## src/rtl/wb_sram_pkg.sv

```systemverilog
// wb_sram_pkg
//   Shared types and constants for the Wishbone-to-OpenRAM responder.
//   - wb_sram_state_e : access sequencer states
//   - BASE_HI_DEFAULT : default wbs_adr_i[31:24] value that selects this slave
//   - MISS_RDATA      : read data returned when an access misses the window
//   - lat_load()      : latency-counter preload for a given macro read latency
package wb_sram_pkg;

  typedef enum logic [2:0] {
    ST_IDLE    = 3'd0,
    ST_WR      = 3'd1,
    ST_RD_WAIT = 3'd2,
    ST_RD_CAP  = 3'd3,
    ST_ACK     = 3'd4
  } wb_sram_state_e;

  localparam logic [7:0]  BASE_HI_DEFAULT = 8'h30;
  localparam logic [31:0] MISS_RDATA      = 32'h0000_0000;

  // RD_WAIT always spends one cycle, so the counter only has to cover the
  // remaining latency. Out-of-range latencies are clamped to 1..3.
  function automatic logic [1:0] lat_load(input int unsigned lat);
    if (lat <= 1)      return 2'd0;
    else if (lat >= 3) return 2'd2;
    else               return 2'd1;
  endfunction

endpackage

```

## src/rtl/wb_sram_addr_decode.sv

```systemverilog
// wb_sram_addr_decode
//   Combinational split of a Wishbone byte address into window hit, macro
//   index and macro word address. Byte offset bits [1:0] are ignored.
//   Ports:
//     adr        in  32          Wishbone byte address
//     hit        out 1           adr[31:24] matches BASE_HI
//     word_addr  out ADDR_WIDTH  macro word address, adr[ADDR_WIDTH+1:2]
//     macro_sel  out SEL_BITS    macro index, field just above the word address
module wb_sram_addr_decode
  import wb_sram_pkg::*;
#(
  parameter int         ADDR_WIDTH = 8,
  parameter int         SEL_BITS   = 4,
  parameter logic [7:0] BASE_HI    = BASE_HI_DEFAULT
) (
  input  logic [31:0]           adr,
  output logic                  hit,
  output logic [ADDR_WIDTH-1:0] word_addr,
  output logic [SEL_BITS-1:0]   macro_sel
);

  assign hit       = (adr[31:24] == BASE_HI);
  assign word_addr = adr[ADDR_WIDTH+1:2];
  assign macro_sel = adr[ADDR_WIDTH+2 +: SEL_BITS];

  // Byte offset and any bits between the select field and the base byte
  // carry no meaning here.
  logic unused_adr;
  assign unused_adr = ^adr;

endmodule

```

## src/rtl/wb_sram_responder.sv

```systemverilog
// wb_sram_responder
//   Wishbone classic slave that turns management-core accesses into
//   single-port OpenRAM macro strobes. One access is in flight at a time;
//   every sampled request receives exactly one ack (misses ack with err_o).
//   Ports:
//     wb_clk_i      in   1           clock, rising edge
//     resetn        in   1           async assert, internally synchronised release
//     wbs_cyc_i     in   1           bus cycle valid
//     wbs_stb_i     in   1           strobe; request = cyc & stb
//     wbs_we_i      in   1           1 = write
//     wbs_sel_i     in   4           byte lanes (become the macro write mask)
//     wbs_adr_i     in   32          byte address
//     wbs_dat_i     in   DATA_WIDTH  write data
//     wbs_ack_o     out  1           one-cycle acknowledge
//     wbs_dat_o     out  DATA_WIDTH  read data, held until next read or miss
//     sram_sel_o    out  SEL_BITS    macro index
//     sram_csb_o    out  1           macro chip select, active low
//     sram_web_o    out  1           macro write enable, active low
//     sram_wmask_o  out  4           macro byte write mask
//     sram_addr_o   out  ADDR_WIDTH  macro word address
//     sram_din_o    out  DATA_WIDTH  macro write data
//     sram_dout_i   in   DATA_WIDTH  read data from the selected macro
//     err_o         out  1           pulses with ack on an address miss
//
//   state      | meaning
//   -----------+------------------------------------------------------------
//   ST_IDLE    | waiting for cyc&stb; latches address/data, fires the strobe
//   ST_WR      | write strobe done; release csb/web
//   ST_RD_WAIT | read strobe done; wait out the macro read latency
//   ST_RD_CAP  | capture sram_dout_i into wbs_dat_o
//   ST_ACK     | ack (and err on a miss) high for this one cycle
module wb_sram_responder
  import wb_sram_pkg::*;
#(
  parameter int          ADDR_WIDTH = 8,
  parameter int          DATA_WIDTH = 32,
  parameter int          SEL_BITS   = 4,
  parameter logic [7:0]  BASE_HI    = BASE_HI_DEFAULT,
  parameter int unsigned RD_LATENCY = 1
) (
  input  logic                  wb_clk_i,
  input  logic                  resetn,
  input  logic                  wbs_cyc_i,
  input  logic                  wbs_stb_i,
  input  logic                  wbs_we_i,
  input  logic [3:0]            wbs_sel_i,
  input  logic [31:0]           wbs_adr_i,
  input  logic [DATA_WIDTH-1:0] wbs_dat_i,
  output logic                  wbs_ack_o,
  output logic [DATA_WIDTH-1:0] wbs_dat_o,
  output logic [SEL_BITS-1:0]   sram_sel_o,
  output logic                  sram_csb_o,
  output logic                  sram_web_o,
  output logic [3:0]            sram_wmask_o,
  output logic [ADDR_WIDTH-1:0] sram_addr_o,
  output logic [DATA_WIDTH-1:0] sram_din_o,
  input  logic [DATA_WIDTH-1:0] sram_dout_i,
  output logic                  err_o
);

  localparam logic [1:0] LAT_LOAD = lat_load(RD_LATENCY);

  // Reset asserts asynchronously (strobes drop at once) but releases on a
  // clock edge so the FSM never leaves reset on a partial cycle.
  logic [1:0] rst_sync;
  logic       rst_int_n;

  always_ff @(posedge wb_clk_i or negedge resetn) begin
    if (!resetn) rst_sync <= 2'b00;
    else         rst_sync <= {rst_sync[0], 1'b1};
  end

  assign rst_int_n = rst_sync[1];

  logic                  dec_hit;
  logic [ADDR_WIDTH-1:0] dec_addr;
  logic [SEL_BITS-1:0]   dec_sel;

  wb_sram_addr_decode #(
    .ADDR_WIDTH (ADDR_WIDTH),
    .SEL_BITS   (SEL_BITS),
    .BASE_HI    (BASE_HI)
  ) u_decode (
    .adr       (wbs_adr_i),
    .hit       (dec_hit),
    .word_addr (dec_addr),
    .macro_sel (dec_sel)
  );

  logic req;
  assign req = wbs_cyc_i & wbs_stb_i;

  wb_sram_state_e state;
  logic [1:0]     lat_cnt;

  // ack/err default low every cycle and are only raised on the edge that
  // enters ST_ACK, so they are high exactly while the FSM sits in ST_ACK.
  // IDLE therefore never sees the request that was just acknowledged.
  always_ff @(posedge wb_clk_i or negedge rst_int_n) begin
    if (!rst_int_n) begin
      state        <= ST_IDLE;
      lat_cnt      <= 2'd0;
      wbs_ack_o    <= 1'b0;
      wbs_dat_o    <= '0;
      err_o        <= 1'b0;
      sram_csb_o   <= 1'b1;
      sram_web_o   <= 1'b1;
      sram_wmask_o <= 4'h0;
      sram_addr_o  <= '0;
      sram_din_o   <= '0;
      sram_sel_o   <= '0;
    end else begin
      wbs_ack_o <= 1'b0;
      err_o     <= 1'b0;
      case (state)
        ST_IDLE: begin
          if (req) begin
            sram_addr_o  <= dec_addr;
            sram_sel_o   <= dec_sel;
            sram_din_o   <= wbs_dat_i;
            sram_wmask_o <= wbs_sel_i;
            if (!dec_hit) begin
              wbs_dat_o <= MISS_RDATA[DATA_WIDTH-1:0];
              wbs_ack_o <= 1'b1;
              err_o     <= 1'b1;
              state     <= ST_ACK;
            end else if (wbs_we_i) begin
              sram_csb_o <= 1'b0;
              sram_web_o <= 1'b0;
              state      <= ST_WR;
            end else begin
              sram_csb_o <= 1'b0;
              sram_web_o <= 1'b1;
              lat_cnt    <= LAT_LOAD;
              state      <= ST_RD_WAIT;
            end
          end
        end

        ST_WR: begin
          sram_csb_o <= 1'b1;
          sram_web_o <= 1'b1;
          wbs_ack_o  <= 1'b1;
          state      <= ST_ACK;
        end

        ST_RD_WAIT: begin
          sram_csb_o <= 1'b1;
          sram_web_o <= 1'b1;
          if (lat_cnt == 2'd0) state   <= ST_RD_CAP;
          else                 lat_cnt <= lat_cnt - 2'd1;
        end

        ST_RD_CAP: begin
          wbs_dat_o <= sram_dout_i;
          wbs_ack_o <= 1'b1;
          state     <= ST_ACK;
        end

        ST_ACK: begin
          state <= ST_IDLE;
        end

        default: begin
          sram_csb_o <= 1'b1;
          sram_web_o <= 1'b1;
          state      <= ST_IDLE;
        end
      endcase
    end
  end

endmodule

```

## config.mk

```make
export PLATFORM = sky130hd
export DESIGN_NAME = wb_sram_responder
export DESIGN_NICKNAME = d
export VERILOG_FILES = /design/src/rtl/wb_sram_pkg.sv /design/src/rtl/wb_sram_addr_decode.sv /design/src/rtl/wb_sram_responder.sv
export SDC_FILE = /design/constraint.sdc
export NUM_CORES = 1
export LEC_CHECK = 0
export CAP_MARGIN = 5
export CORE_UTILIZATION = 40
export CTS_CLUSTER_DIAMETER = 30
export DETAILED_ROUTE_END_ITERATION = 8
export PLACE_DENSITY = 0.76
export RECOVER_POWER = 25
export SLEW_MARGIN = 20
export SYNTH_ARGS = -nofsm -noshare
export SYNTH_HDL_FRONTEND = slang
export SYNTH_HIERARCHICAL = 1
export SYNTH_SLANG_ARGS = --single-unit
```

## constraint.sdc

```tcl
create_clock -name wb_clk_i -period 4.4 [get_ports wb_clk_i]
set_input_delay 0.66 -clock wb_clk_i [delete_from_list [all_inputs] [get_ports wb_clk_i]]
set_output_delay 0.66 -clock wb_clk_i [all_outputs]
set_load 0.1 [all_outputs]
```

# Yosys cells after proc, flatten, opt, wreduce, memory -nomap -nowiden

Cells that the tools add are included.

Bits in registers: 91
Bits of input ports: 105
Output and inout bits: 84

Add/subtract/negate cells: 1
Eq/ne operators: 11
Muxes and demuxes: 24
Bitwise operators: 2
Reduce and logical (&&, ||, !) cells: 11

Operators by type and width:

| operator              | count |
|---|---|
| $mux W32              | 2 |
| $pmux W32 S2          | 1 |
| $ne A2 B2 Y1 const B  | 6 |
| $mux W2               | 5 |
| $mux W3               | 3 |
| $pmux W3 S3           | 1 |
| $eq A8 B6 Y1 const B  | 1 |
| $mux W1               | 8 |
| $eq A3 B2 Y1 const B  | 2 |
| $pmux W1 S2           | 3 |
| $reduce_and A3 Y1     | 2 |
| $reduce_and A5 Y1     | 1 |
| $pmux W2 S2           | 1 |
| $reduce_and A2 Y1     | 2 |
| $reduce_bool A2 Y1    | 2 |
| $reduce_or A2 Y1      | 2 |
| $eq A3 B1 Y1 const B  | 1 |
| $eq A3 B3 Y1 const B  | 1 |
| $logic_not A3 Y1      | 1 |
| $logic_not A2 Y1      | 1 |
| $sub A2 B1 Y2 const B | 1 |
| $and A1 B1 Y1         | 1 |
| $not A1 Y1            | 1 |

# Depth between registers and ports, before layout

Word-level depth: 4
Gate-level depth with buffers: 6

# By module

The synthesis kept the hierarchy.

Modules (own cells, without submodules):

| module              | instances | cells an instance | area an instance (sq um) | sequential area each (sq um) |
|---|---|---|---|---|
| wb_sram_responder   | 1         | 259               | 3682.3                   | 2279.7 |
| wb_sram_addr_decode | 1         | 15                | 113.9                    | 0.0 |

# Least setup slack after synthesis

Ideal clock, no wire load.

Kind: input port to flip-flop
From: in wbs_adr_i[31]
To: reg sram_web_o
Library setup time: 83 ps
Arrival: 2131 ps
Required time: 4317 ps
Path slack: 2186 ps
Cell stages on the path: 5
Buffers on the path: 0
Cell sequence: or4_1 -> nor4_2 -> nand2_1 -> or3_1 -> o311a_1

Longest elaborated chain between the ends: 3

Ends and longest elaborated chain:

| element                            | RTL line                  | text |
|---|---|---|
| start: declaration                 | wb_sram_responder.sv:47   | `input logic [31:0] wbs_adr_i,` |
| $eq A8 B6 Y1                       | wb_sram_addr_decode.sv:22 | `assign hit = (adr[31:24] == BASE_HI);` |
| net dec_hit                        | wb_sram_responder.sv:75   | `logic dec_hit;` |
| $ne A2 B2 Y1 (no source line)      | -                         |  |
| $reduce_and A3 Y1 (no source line) | -                         |  |
| end signal: assignment             | wb_sram_responder.sv:107  | `sram_web_o <= 1'b1;` |
| end signal: assignment             | wb_sram_responder.sv:129  | `sram_web_o <= 1'b0;` |
| end signal: assignment             | wb_sram_responder.sv:133  | `sram_web_o <= 1'b1;` |
| end: declaration                   | wb_sram_responder.sv:53   | `output logic sram_web_o,` |

The timed path passes the listed nets, and every way through them passes these cells.
A chain may end at the register's enable or synchronous reset.

# Worst setup path after layout

From: reg sram_web_o
To: out sram_web_o

No word-level cell between the ends.

==> impl_metrics.csv <==
group,metric,value,unit
global_route,grt_first_pass_wirelength,13.4,mm
synthesis,yosysTopAreaCell,"dfrtp_1",
setup_path,ff2ff_path_depth,1,
synthesis,syn-instance-count,274,
setup_path,critPathTopFamily,"buffers and inverters",
setup_path,cp.required,3.74,ns
setup_path,max_stage_delay,1.13,ns
hold_path,holdPathStages,0,
setup_path,end_kind,"output pin",
global_route,gr-usage-all-layers,17.4,%
global_route,antenna_found_initial,0,
synthesis,yosysSeqAreaShare,60.1,%
power_and_ir_drop,leakage,2.36,nW
clock_tree,cts_num_sinks,91,
setup_path,cp_num_buf_inv,1,
power_and_ir_drop,powerDensity,441,nW/um^2
finish,layout.nets,542,
clock_tree,postCtsHoldBufs,0,
die,die_x,99.4,um
placement,gp_congestion,0.701,
setup_path,worst-path-stages,1,
detailed_routing,drc,0,
clock_tree,insertion_delay,0.36,ns
finish,antenna_cells,0,
sta,worstMarginPinSlew,1.44,ns
detailed_routing,viasPerCell,4.93,
clock_tree,numCtsBuffers,9,
setup_path,rrSetupSlack,1.85,ns
setup_path,worst-path-max-fanout,3,
placement,dp_hpwl,5.88,mm
clock_tree,cts_max_level,3,
sta,period_needed,2.70,ns
synthesis,netlist.area_leader.share,58.7,%
clock_tree,cts.clk_slew.worst_paths,0.10,ns
detailed_routing,met3_length,631,um
die,initial_core_util,41.3,%
finish,synthToLayoutAreaGrowth,49.8,%
sta,finalSetupViolCount,0,
synthesis,synth_edf_count,0,
finish,fill_cells,733,
detailed_routing,wl_met1,3.57,mm
setup_path,r2r-start,"rst_sync[1]$_DFF_PN0_",
detailed_routing,routed_wl,8.38,mm
setup_path,critical_path_class,"reg2out",
setup_path,cp_slowest_cell,"clkdlybuf4s50_1",
setup_path,worstSetupStartpoint,"sram_web_o$_DFFE_PN1P_",
synthesis,ys_async_sr_fraction,100,%
detailed_routing,drt_iter0_drc,87,
detailed_routing,ant_nets,0,
hold_path,hp-class,"reg2reg",
setup_path,critPathArrivalTime,2.04,ns
die,ios,189,
power_and_ir_drop,vdd_ir_drop_max,206,uV
run,maxCapViolCount,0,
detailed_routing,dr.max_layer_used,"met4",
synthesis,ys_ff_latch,91,
synthesis,synth_nets,380,
sta,fmax,371,MHz
synthesis,ys_types,34,
die,dieArea,9880,sq um
detailed_routing,wire_per_inst,15.2,um
setup_path,r2r_end,"sram_din_o[8]$_DFFE_PN0P_",
finish,drive_above_1_share,17.2,%
clock_tree,cts_tree,"built",
sta,drv_slew,0,
sta,skew,0.0203,ns
die,die_h,99.4,um
synthesis,syn_area,3800,sq um
clock_tree,cts_root_buf,"clkbuf_8",
die,core,9200,sq um
detailed_routing,firstDrtPassIters,4,
clock_tree,post_cts_buffers,0,
sta,tns,0,ns
setup_path,crit_path_cell_trace,"clkdlybuf4s50_1",
sta,hold_viol,0,
clock_tree,clockBufferDepth,2,
detailed_routing,via_count,2719,
run_status,status,"finished clean",
synthesis,yosys_warnings,6,
synthesis,synthFlopType,"dfrtp_1",
sta,slew_headroom,3.82,%
global_route,grt_pass1_vias,2718,
finish,final_cells,552,
placement,portBuffers,176,
synthesis,postSynthAreaPerCell,13.9,sq um
die,fp-row-count,35,
sta,rsz0062_at_grt,"false",
sta,timing.final.crit_share,61.3,%
detailed_routing,wl_met2,4.06,mm
global_route,grt_max_degree,90,
global_route,grt_overflow_total,0,
setup_path,crit_end,"sram_web_o",
setup_path,start_kind,"flop",
clock_tree,post_cts_resized,0,
synthesis,synth_area_leaders,"dfrtp_1, mux2_2, mux2_4, o2bb2ai_1, nand2_1",
placement,dp_cells,535,
## report_power, final
group | switching (mW) | internal [mW] | total (mW) | leakage [nW]
Clock | 0.313 | 0.215 | 0.528 | 0.0925
Sequential | 0.0472 | 0.920 | 0.967 | 1.15
Combinational | 0.717 | 0.294 | 1.01 | 1.12
Total | 1.08 | 1.43 | 2.51 | 2.36
## cells by family after synthesis
kind of cell             after synthesis  synth area share (%)
flip-flops                            91                  60.1
buffers and inverters                 32                  6.20
AND/OR/NAND/NOR                       56                  7.38
adder cells (fa/ha/maj)                1                 0.330
AO/OA/AOI/OAI                         45                  9.72
multiplexers                          48                  16.2
other                                  1                0.0988
## flip-flops by register name, summed over array words and instances, names as in the netlist, 2 cells and up
name          cells
sram_addr_o       8
rst_sync          2
lat_cnt           2
state             3
sram_sel_o        4
sram_wmask_o      4
wbs_dat_o        32
sram_din_o       32
## cell usage after synthesis, types with 2 or more instances
library cell,instances
nand2_1,37
inv_1,3
mux2_4,20
buf_12,3
buf_2,5
o2bb2ai_1,32
buf_4,14
dfstp_2,2
nor2_1,5
a21o_1,2
o21ai_0,3
o211ai_1,2
mux2_2,28
nor3_1,3
dfrtp_1,89
nand3_1,2
a21oi_1,2
clkbuf_1,6
## layer usage
layer	GRT usage [%]	up-vias
met5	0	-
met4	5.54	0
met3	5.69	10
met2	27.9	111
met1	22.3	1319
li1	-	1279
## cell usage in the layout (no fill, tap or decap), types with 2 or more instances in the layout
| cell type | n |
|---|---|
| clkbuf_8 | 9 |
| inv_1 | 3 |
| clkdlybuf4s50_1 | 175 |
| nor3_1 | 3 |
| o21ai_0 | 3 |
| a21oi_1 | 2 |
| o211ai_1 | 2 |
| nand2_1 | 37 |
| dfrtp_1 | 89 |
| o2bb2ai_1 | 32 |
| nor2_1 | 4 |
| buf_4 | 3 |
| mux2_2 | 28 |
| a21o_1 | 2 |
| nand3_1 | 2 |
| inv_6 | 3 |
| mux2_4 | 20 |
| dfstp_2 | 2 |
## stage by stage
stage                     utilization, %  worst slack [ns]  area, sq um  hold WS (ns)  total power, mW
after floorplan                        -              1.68         3800         0.331             1.73
after global placement              59.8              1.67         5500         0.339             1.99
after detailed placement            59.8              1.61         5500         0.364             2.00
after CTS                           61.8              1.68         5680         0.388             2.53
after global routing                61.8              1.34         5690         0.405             2.60
final                               61.8              1.70         5690         0.379             2.51
## final cells by class
type	count	area [sq um]	share of cell area [%]
Multi-Input combinational cell	151	1280	22.6
Timing Repair Buffer	180	1790	31.5
Clock inverter	7	58.8	1.03
Tap cell	111	139	2.44
Clock buffer	9	124	2.18
Inverter	3	11.3	0.198
Sequential cell	91	2280	40.1
## worst min path at each step
stage / slack (ns) / startpoint / endpoint
global route: 0.40 / rst_sync[0]$_DFF_PN0_ / rst_sync[1]$_DFF_PN0_
finish: 0.38 / rst_sync[0]$_DFF_PN0_ / rst_sync[1]$_DFF_PN0_
floorplan: 0.33 / rst_sync[0]$_DFF_PN0_ / rst_sync[1]$_DFF_PN0_
CTS: 0.39 / rst_sync[0]$_DFF_PN0_ / rst_sync[1]$_DFF_PN0_
detailed placement: 0.36 / rst_sync[0]$_DFF_PN0_ / rst_sync[1]$_DFF_PN0_
global placement: 0.34 / rst_sync[0]$_DFF_PN0_ / rst_sync[1]$_DFF_PN0_
(Power assumes the default switching activity.)
